## config.mk

```make
export PLATFORM = sky130hd
export DESIGN_NAME = cla_adder_pipe
export DESIGN_NICKNAME = d
export VERILOG_FILES = /design/src/rtl/cla_defs.sv /design/src/rtl/cla_group.sv /design/src/rtl/cla_adder_pipe.sv
export SDC_FILE = /design/constraint.sdc
export NUM_CORES = 1
export LEC_CHECK = 0
export ABC_CLOCK_PERIOD_IN_PS = 3400
export BUFFER_PORTS_ARGS = -buffer_cell sky130_fd_sc_hd__buf_2
export CAP_MARGIN = 25
export CORE_MARGIN = 2
export CORE_UTILIZATION = 60
export DETAILED_ROUTE_END_ITERATION = 10
export HOLD_SLACK_MARGIN = 0.05
export PLACE_DENSITY_LB_ADDON = 0.08
export SYNTH_ARGS = -nofsm -noshare
export SYNTH_HDL_FRONTEND = slang
export SYNTH_SLANG_ARGS = --single-unit
```

## constraint.sdc

```tcl
create_clock -name clock -period 3.4 [get_ports clock]
set_input_delay 0.51 -clock clock [delete_from_list [all_inputs] [get_ports clock]]
set_output_delay 0.51 -clock clock [all_outputs]
set_load 0.01 [all_outputs]
```

## src/rtl/cla_defs.sv

```systemverilog
// Shared constants and helpers for the pipelined carry-lookahead adder:
// default sizes, the pipeline-depth derivation and the parameter sanity check.
package cla_defs;

    localparam int DEF_WIDTH = 16;
    localparam int DEF_GROUP = 4;

    // One lookahead group is resolved per stage, so depth is WIDTH/GROUP.
    function automatic int nstage(input int width, input int group);
        if (group < 1) begin
            return 1;
        end
        return width / group;
    endfunction

    function automatic bit params_ok(input int width, input int group);
        if (group < 1 || width < group) begin
            return 1'b0;
        end
        return (width % group) == 0;
    endfunction

endpackage

```

## src/rtl/cla_group.sv

```systemverilog
// Combinational GROUP-bit carry-lookahead slice: every internal carry is a flat
// sum of generate/propagate products, with group P/G exported for tree use.
module cla_group
    import cla_defs::*;
#(
    parameter int GROUP = DEF_GROUP
) (
    input  logic [GROUP-1:0] a,
    input  logic [GROUP-1:0] b,
    input  logic             cin,
    output logic [GROUP-1:0] sum,
    output logic             cout,
    output logic             c_msb,
    output logic             p_grp,
    output logic             g_grp
);

    logic [GROUP-1:0] p;
    logic [GROUP-1:0] g;
    logic [GROUP:0]   c;

    assign p = a ^ b;
    assign g = a & b;

    // c[i+1] = g[i] | p[i]g[i-1] | ... | p[i..0]cin, expanded rather than rippled.
    always_comb begin
        logic acc;
        logic prod;
        acc  = 1'b0;
        prod = 1'b0;
        c    = '0;
        c[0] = cin;
        for (int i = 0; i < GROUP; i++) begin
            acc  = g[i];
            prod = p[i];
            for (int j = i - 1; j >= 0; j--) begin
                acc  = acc | (g[j] & prod);
                prod = prod & p[j];
            end
            c[i+1] = acc | (cin & prod);
        end
    end

    always_comb begin
        g_grp = 1'b0;
        for (int i = 0; i < GROUP; i++) begin
            g_grp = g[i] | (p[i] & g_grp);
        end
    end

    assign sum   = p ^ c[GROUP-1:0];
    assign cout  = c[GROUP];
    assign c_msb = c[GROUP-1];
    assign p_grp = &p;

endmodule

```

## src/rtl/cla_adder_pipe.sv

```systemverilog
// Pipelined carry-lookahead adder/subtractor: one GROUP-bit slice per stage, with
// the carry and the not-yet-consumed operand bits skewed down the pipe.
module cla_adder_pipe
    import cla_defs::*;
#(
    parameter int WIDTH = DEF_WIDTH,
    parameter int GROUP = DEF_GROUP
) (
    input  logic             clock,
    input  logic             reset,
    input  logic             in_valid,
    output logic             in_ready,
    input  logic [WIDTH-1:0] a,
    input  logic [WIDTH-1:0] b,
    input  logic             c_in,
    input  logic             sub,
    output logic             out_valid,
    input  logic             out_ready,
    output logic [WIDTH-1:0] sum,
    output logic             c_out,
    output logic             ovf
);

    localparam int NSTAGE = nstage(WIDTH, GROUP);

    if (!params_ok(WIDTH, GROUP)) begin : g_bad_params
        $fatal(1, "cla_adder_pipe: WIDTH (%0d) must be a positive multiple of GROUP (%0d)", WIDTH, GROUP);
    end

    // Handshake: in-transfer = in_valid & in_ready, out-transfer = out_valid & out_ready.
    // All stages move together when the output slot is empty or is being drained.
    logic advance;
    logic last_vld;
    assign advance  = !last_vld | out_ready;
    assign in_ready = advance;

    // Operand capture; subtraction is folded in here as a + ~b + 1.
    logic [WIDTH-1:0] a0_q;
    logic [WIDTH-1:0] b0_q;
    logic             c0_q;
    logic             v0_q;

    always_ff @(posedge clock) begin
        if (reset) begin
            a0_q <= '0;
            b0_q <= '0;
            c0_q <= 1'b0;
            v0_q <= 1'b0;
        end else if (advance) begin
            a0_q <= a;
            b0_q <= sub ? ~b : b;
            c0_q <= sub | c_in;
            v0_q <= in_valid;
        end
    end

    for (genvar k = 0; k < NSTAGE; k++) begin : g_stg
        localparam int LO = k * GROUP;
        localparam int HI = LO + GROUP;

        logic [WIDTH-LO-1:0] a_in;
        logic [WIDTH-LO-1:0] b_in;
        logic                c_in_s;
        logic                v_in;
        logic [GROUP-1:0]    grp_sum;
        logic                grp_cout;
        logic                grp_cmsb;
        logic                grp_p;
        logic                grp_g;
        logic                pg_unused;
        logic [HI-1:0]       sum_d;
        logic [HI-1:0]       sum_q;
        logic                cy_q;
        logic                vld_q;

        if (k == 0) begin : g_src
            assign a_in   = a0_q;
            assign b_in   = b0_q;
            assign c_in_s = c0_q;
            assign v_in   = v0_q;
            assign sum_d  = grp_sum;
        end else begin : g_src
            assign a_in   = g_stg[k-1].g_fwd.a_q;
            assign b_in   = g_stg[k-1].g_fwd.b_q;
            assign c_in_s = g_stg[k-1].cy_q;
            assign v_in   = g_stg[k-1].vld_q;
            assign sum_d  = {grp_sum, g_stg[k-1].sum_q};
        end

        cla_group #(.GROUP(GROUP)) u_grp (
            .a     (a_in[GROUP-1:0]),
            .b     (b_in[GROUP-1:0]),
            .cin   (c_in_s),
            .sum   (grp_sum),
            .cout  (grp_cout),
            .c_msb (grp_cmsb),
            .p_grp (grp_p),
            .g_grp (grp_g)
        );
        assign pg_unused = grp_p ^ grp_g;

        always_ff @(posedge clock) begin
            if (reset) begin
                vld_q <= 1'b0;
                cy_q  <= 1'b0;
                sum_q <= '0;
            end else if (advance) begin
                vld_q <= v_in;
                cy_q  <= grp_cout;
                sum_q <= sum_d;
            end
        end

        if (HI < WIDTH) begin : g_fwd
            logic [WIDTH-HI-1:0] a_q;
            logic [WIDTH-HI-1:0] b_q;
            logic                cmsb_unused;
            assign cmsb_unused = grp_cmsb;

            always_ff @(posedge clock) begin
                if (reset) begin
                    a_q <= '0;
                    b_q <= '0;
                end else if (advance) begin
                    a_q <= a_in[WIDTH-LO-1:GROUP];
                    b_q <= b_in[WIDTH-LO-1:GROUP];
                end
            end
        end else begin : g_tail
            // Signed overflow: carry into the MSB disagrees with carry out of it.
            logic ovf_q;
            always_ff @(posedge clock) begin
                if (reset) begin
                    ovf_q <= 1'b0;
                end else if (advance) begin
                    ovf_q <= grp_cmsb ^ grp_cout;
                end
            end
        end
    end

    assign last_vld  = g_stg[NSTAGE-1].vld_q;
    assign out_valid = last_vld;
    assign sum       = g_stg[NSTAGE-1].sum_q;
    assign c_out     = g_stg[NSTAGE-1].cy_q;
    assign ovf       = g_stg[NSTAGE-1].g_tail.ovf_q;

endmodule

```

; Yosys cells after proc, flatten, opt, wreduce, memory -nomap -nowiden
; Cells that the tools add are included.
[op_classes]
addsub = 0
multipliers = 0
n_div = 0
n_lt_le_gt_ge = 0
eq_ne = 0
shifts = 0
muxes = 1
n_bitwise = 120
n_reduce_logical = 1
[ops]
columns = operator, n
row1 = $and A1 B1 Y1, 64
row2 = $or A1 B1 Y1, 42
row3 = $xor A4 B4 Y4, 8
row4 = $and A4 B4 Y4, 4
row5 = $mux W16, 1
row6 = $not A16 Y16, 1
row7 = $logic_not A1 Y1, 1
row8 = $xor A1 B1 Y1, 1
[word_totals]
reg_bits = 131
latch_bits = 0
ram_bits = 0
rom_bits = 0
inputBits = 38
wordCells = 145
n_memories = 0

; Longest topological paths before layout
[depth]
word_depth = 7
depth_mapped = 6
ltp_nobuf = 5

; Hierarchy
; Synthesis repeated with hierarchy kept, for this count alone.
[unflattened]
hier_cells = 659
hier_area_um2 = 5494.0
[by_module_without_submodules]
columns = mod, instances, cells_each, area_each_um2, seq_area_each_um2
row1 = cla_adder_pipe, 1, 571, 4763.3, 2622.5
row2 = cla_group, 4, 22, 182.7, 0.0

; Least setup slack after synthesis
; OpenSTA, ideal clock, no wires.
[synth_timing]
path_type = input -> output
from = in out_ready
to = out in_ready
t_arrival_ns = 0.967
required_time_ns = 2.890
path_slack_ns = 1.923
path_stages = 4
path_buffers = 2
path_cell_list = nor2b_4 -> inv_2 -> buf_6 -> buf_6
[synth_between]
elab_chain_len = 1
[synth_rtl]
columns = element, line_no
row1 = start: declaration, cla_adder_pipe.sv:18  ; input logic out_ready,
row2 = $or A1 B1 Y1, cla_adder_pipe.sv:34  ; assign advance = !last_vld | out_ready;
row3 = end: declaration, cla_adder_pipe.sv:12  ; output logic in_ready,
; No other way between the ends.

; Worst setup path after layout
[layout_timing]
from = reg g_stg[3].vld_q (netlist: out_valid)
to = out in_ready
[layout_between]
elab_chain_len = 2
[layout_rtl]
columns = element, line_no
row1 = start: declaration, cla_adder_pipe.sv:74  ; logic vld_q;
row2 = start signal: assignment, cla_adder_pipe.sv:108  ; vld_q <= v_in;
row3 = $logic_not A1 Y1, cla_adder_pipe.sv:34
row4 = $or A1 B1 Y1, cla_adder_pipe.sv:34
; No other way between the ends.

==> results.py <==
metrics = {
    "status": {
        "outcome": "complete, no violations",
    },
    "power": {
        "leakage_nw": 2.42,
        "peakVddDrop_mv": 0.305,
        "cellPowerDensity_mw_per_mm2": 578,
    },
    "global_route": {
        "gr-usage-all-layers": 0.234,
        "grt_pass1_wl_um": 18800,
        "grt_start_max_net_pins": 129,
        "gr-usage-met2": 0.362,
        "use_met1": 0.322,
        "antenna_found_initial": 0,
        "use_met3": 0.0513,
        "grt_pass1_vias": 4035,
        "grt-busiest-layer": "met2",
        "grt-ovfl-total": 0,
    },
    "floorplanning": {
        "core_region_area_sq_mm": 0.00876,
        "die_x_um": 99.4,
        "io_pins": 58,
        "rows": 34,
        "die_h_um": 99.4,
        "die-area_sq_mm": 0.00987,
        "initial_core_util": 0.623,
    },
    "sta": {
        "tightestPinTransition_ps": 550,
        "rsz0062_at_grt": "false",
        "final.setup_skew_ps": 11.6,
        "drv_slew": 0,
        "setup_viol": 0,
        "fin_tns_setup_ps": 0,
        "max_slew_margin": 0.633,
        "finalHoldViolCount": 0,
        "finalCritPeriodShare": 0.613,
        "fin_crit_ps": 2080,
        "max_clock_freq_mhz": 480,
    },
    "synthesis": {
        "synthTopCellsByArea": "dfxtp_1 (48%), nand2_1 (14%), a21oi_1 (9.0%)",
        "synth_edf_count": 0,
        "syn-cell-area_sq_mm": 0.00546,
        "ys.warnings.count": 0,
        "yosysTopAreaCellShare": 0.481,
        "synth_fp_nets": 692,
        "synthFlopType": "dfxtp_1",
        "ys_async_sr_fraction": 0,
        "ys_seq_elements": 131,
        "avgSynthCellArea_sq_um": 8.60,
        "synth_cells": 634,
        "yosysMostFrequentCell": "nand2_1",
        "synth_top_cells_by_count": "nand2_1 (197), dfxtp_1 (131), a21oi_1 (98)",
        "yosysSeqAreaShare": 0.481,
        "yosys.cell_types.count": 32,
        "synth_top_cell_by_area": "dfxtp_1",
    },
    "setup_path": {
        "cp_max_fo": 53,
        "crit_path_cell_trace": "nor2b_4 -> inv_4 -> buf_2",
        "endpoint_kind": "primary output",
        "cpMaxStageDelayCell": "inv_4",
        "path_buf_inv": 2,
        "r2r-start": "g_stg[1].g_fwd.a_q[0]$_SDFFE_PP0P_",
        "cp-start-kind": "flop",
        "critical_path_class": "flop to primary output",
        "timing.rr.end": "g_stg[2].sum_q[10]$_SDFFE_PP0P_",
        "critPathTopFamily": "buffers and inverters",
        "cp.arrival_ps": 1570,
        "max_stage_delay_ps": 390,
        "crit_required_ps": 2890,
        "r2r_slack_ps": 1700,
        "worstRegToRegCells": 5,
    },
    "drt": {
        "dr.first_iter.drc_count": 197,
        "vias": 4244,
        "drc_errors": 0,
        "viasPerCell": 5.39,
        "routedWlPerCell_um": 14.0,
        "dr.pass1.iters": 4,
        "ant_nets": 0,
        "wirelength_um": 11000,
    },
    "placement": {
        "dp_hpwl_um": 6840,
        "dp.cells": 757,
        "io_buffers": 57,
        "gp_congestion": 0.813,
    },
    "clock_tree": {
        "cts_tree": "built",
        "insertion_delay_ps": 510,
        "cts_root_buf": "clkbuf_8",
        "cts_buffers": 17,
        "clock_path_buffers": 2,
        "cts_max_level": 4,
        "postCtsSetupRepairBufs": 0,
        "clk_pin_slew_ps": 60,
        "hold_buffers": 0,
        "cts_resized": 0,
        "clock_sinks": 131,
    },
    "hold_path": {
        "hold_end": "a0_q[10]$_SDFFE_PP0P_",
        "hold_path.startpoint": "a[10]",
        "hold_depth": 3,
        "hp-class": "input port to flop",
    },
    "layout": {
        "final_nets": 726,
        "drive_gt1_frac": 0.178,
        "nFillCells": 728,
        "final_cells": 787,
        "area_growth_syn_to_layout_pct": 13.6,
        "n_antenna_cell": 0,
    },
    "run": {
        "max-cap-violations": 0,
    },
}
-- logic make-up (layout without fill, tap and decap cells) --
kind of cell	Yosys count	after routing	synth area share
and+or+nand+nor	254	254	0.192
AOI/OAI and AO/OA	147	147	0.179
DFF	131	131	0.481
buffers and inverters	61	106	0.0631
adders and majority gates	20	20	0.0514
xor gates and xnor gates	20	20	0.0321
muxes	1	1	0.00183
-- power breakdown --
| group | leakage, nW | total [mW] | internal (mW) | switching [mW] |
|---|---|---|---|---|
| clock | 0.262 | 1.69 | 1.05 | 0.640 |
| combinational | 1.08 | 0.238 | 0.106 | 0.133 |
| sequential | 1.07 | 1.65 | 1.61 | 0.0418 |
| total | 2.42 | 3.58 | 2.77 | 0.814 |
-- tightest hold or removal path, delay by kind of cell --
kind,cells,cell delay (ps)
buffers and inverters,1,100
and+or+nand+nor,1,50
AOI/OAI and AO/OA,1,50
-- per-stage QoR --
stage          utilization  setup slack (ps)  hold slack, ps  instance area, sq um  power, mW
2_1_floorplan            -              1920             432                  5460       1.85
3_3_place_gp         0.645              1550             436                  5650       1.91
3_5_place_dp         0.645              1470             443                  5650       1.92
4_1_cts              0.707              1290             225                  6200       3.60
5_1_grt              0.707              1230             225                  6200       3.71
6_report             0.707              1320             242                  6200       3.58
-- cell type report --
type / instances / area (sq um) / share of cell area
timing repair buffer: 62 / 350 / 0.0565
sequential: 131 / 2620 / 0.423
tap: 108 / 135 / 0.0218
inverter: 14 / 55.1 / 0.00888
clock inverter: 10 / 111 / 0.0180
clock buffer: 20 / 435 / 0.0702
multi-input combinational: 442 / 2490 / 0.401
-- flip-flops by register name (all words and copies together), names as in the netlist --
| name | cells |
|---|---|
| g_stg.g_fwd.a_q | 24 |
| g_stg.g_fwd.b_q | 24 |
| g_stg.sum_q | 24 |
| a0_q | 16 |
| b0_q | 16 |
| sum | 16 |
| g_stg.cy_q | 3 |
| g_stg.vld_q | 3 |
| c0_q | 1 |
| c_out | 1 |
| g_stg.v_in | 1 |
| out_valid | 1 |
| ovf | 1 |
-- per-layer routing --
metal  wire [um]  vias up
met5           0        -
met3         343       13
met2        5200       87
met1        5280     1970
met4         169        0
li1            -     2174
-- worst max-delay path by stage --
stage                                 from              endpoint  slack, ps  depth (start not counted)
floorplan                        out_ready              in_ready       1920                          4
global placement                 out_ready  b0_q[8]$_SDFFE_PP0P_       1550                          6
detailed placement               out_ready  b0_q[3]$_SDFFE_PP0P_       1470                          6
CTS                 out_valid$_SDFFE_PP0P_              in_ready       1290                          3
global route        out_valid$_SDFFE_PP0P_              in_ready       1230                          3
finish              out_valid$_SDFFE_PP0P_              in_ready       1320                          3
-- placed cells by master, fill, tap and decap left out, types with 3 or more instances in the layout --
cell type	instances
a211oi_1	5
a211oi_2	20
a21oi_1	98
a31oi_1	4
buf_2	56
buf_4	4
clkbuf_16	16
clkinv_2	4
clkinvlp_4	3
dfxtp_1	131
fa_1	4
ha_1	16
inv_1	13
nand2_1	197
nand4b_1	4
nor2_1	36
nor3_1	5
nor3b_2	3
nor4b_1	6
o211ai_1	4
o21ai_0	4
o21bai_1	3
xnor2_1	19
Note: power is estimated with default switching activity, not from simulation.
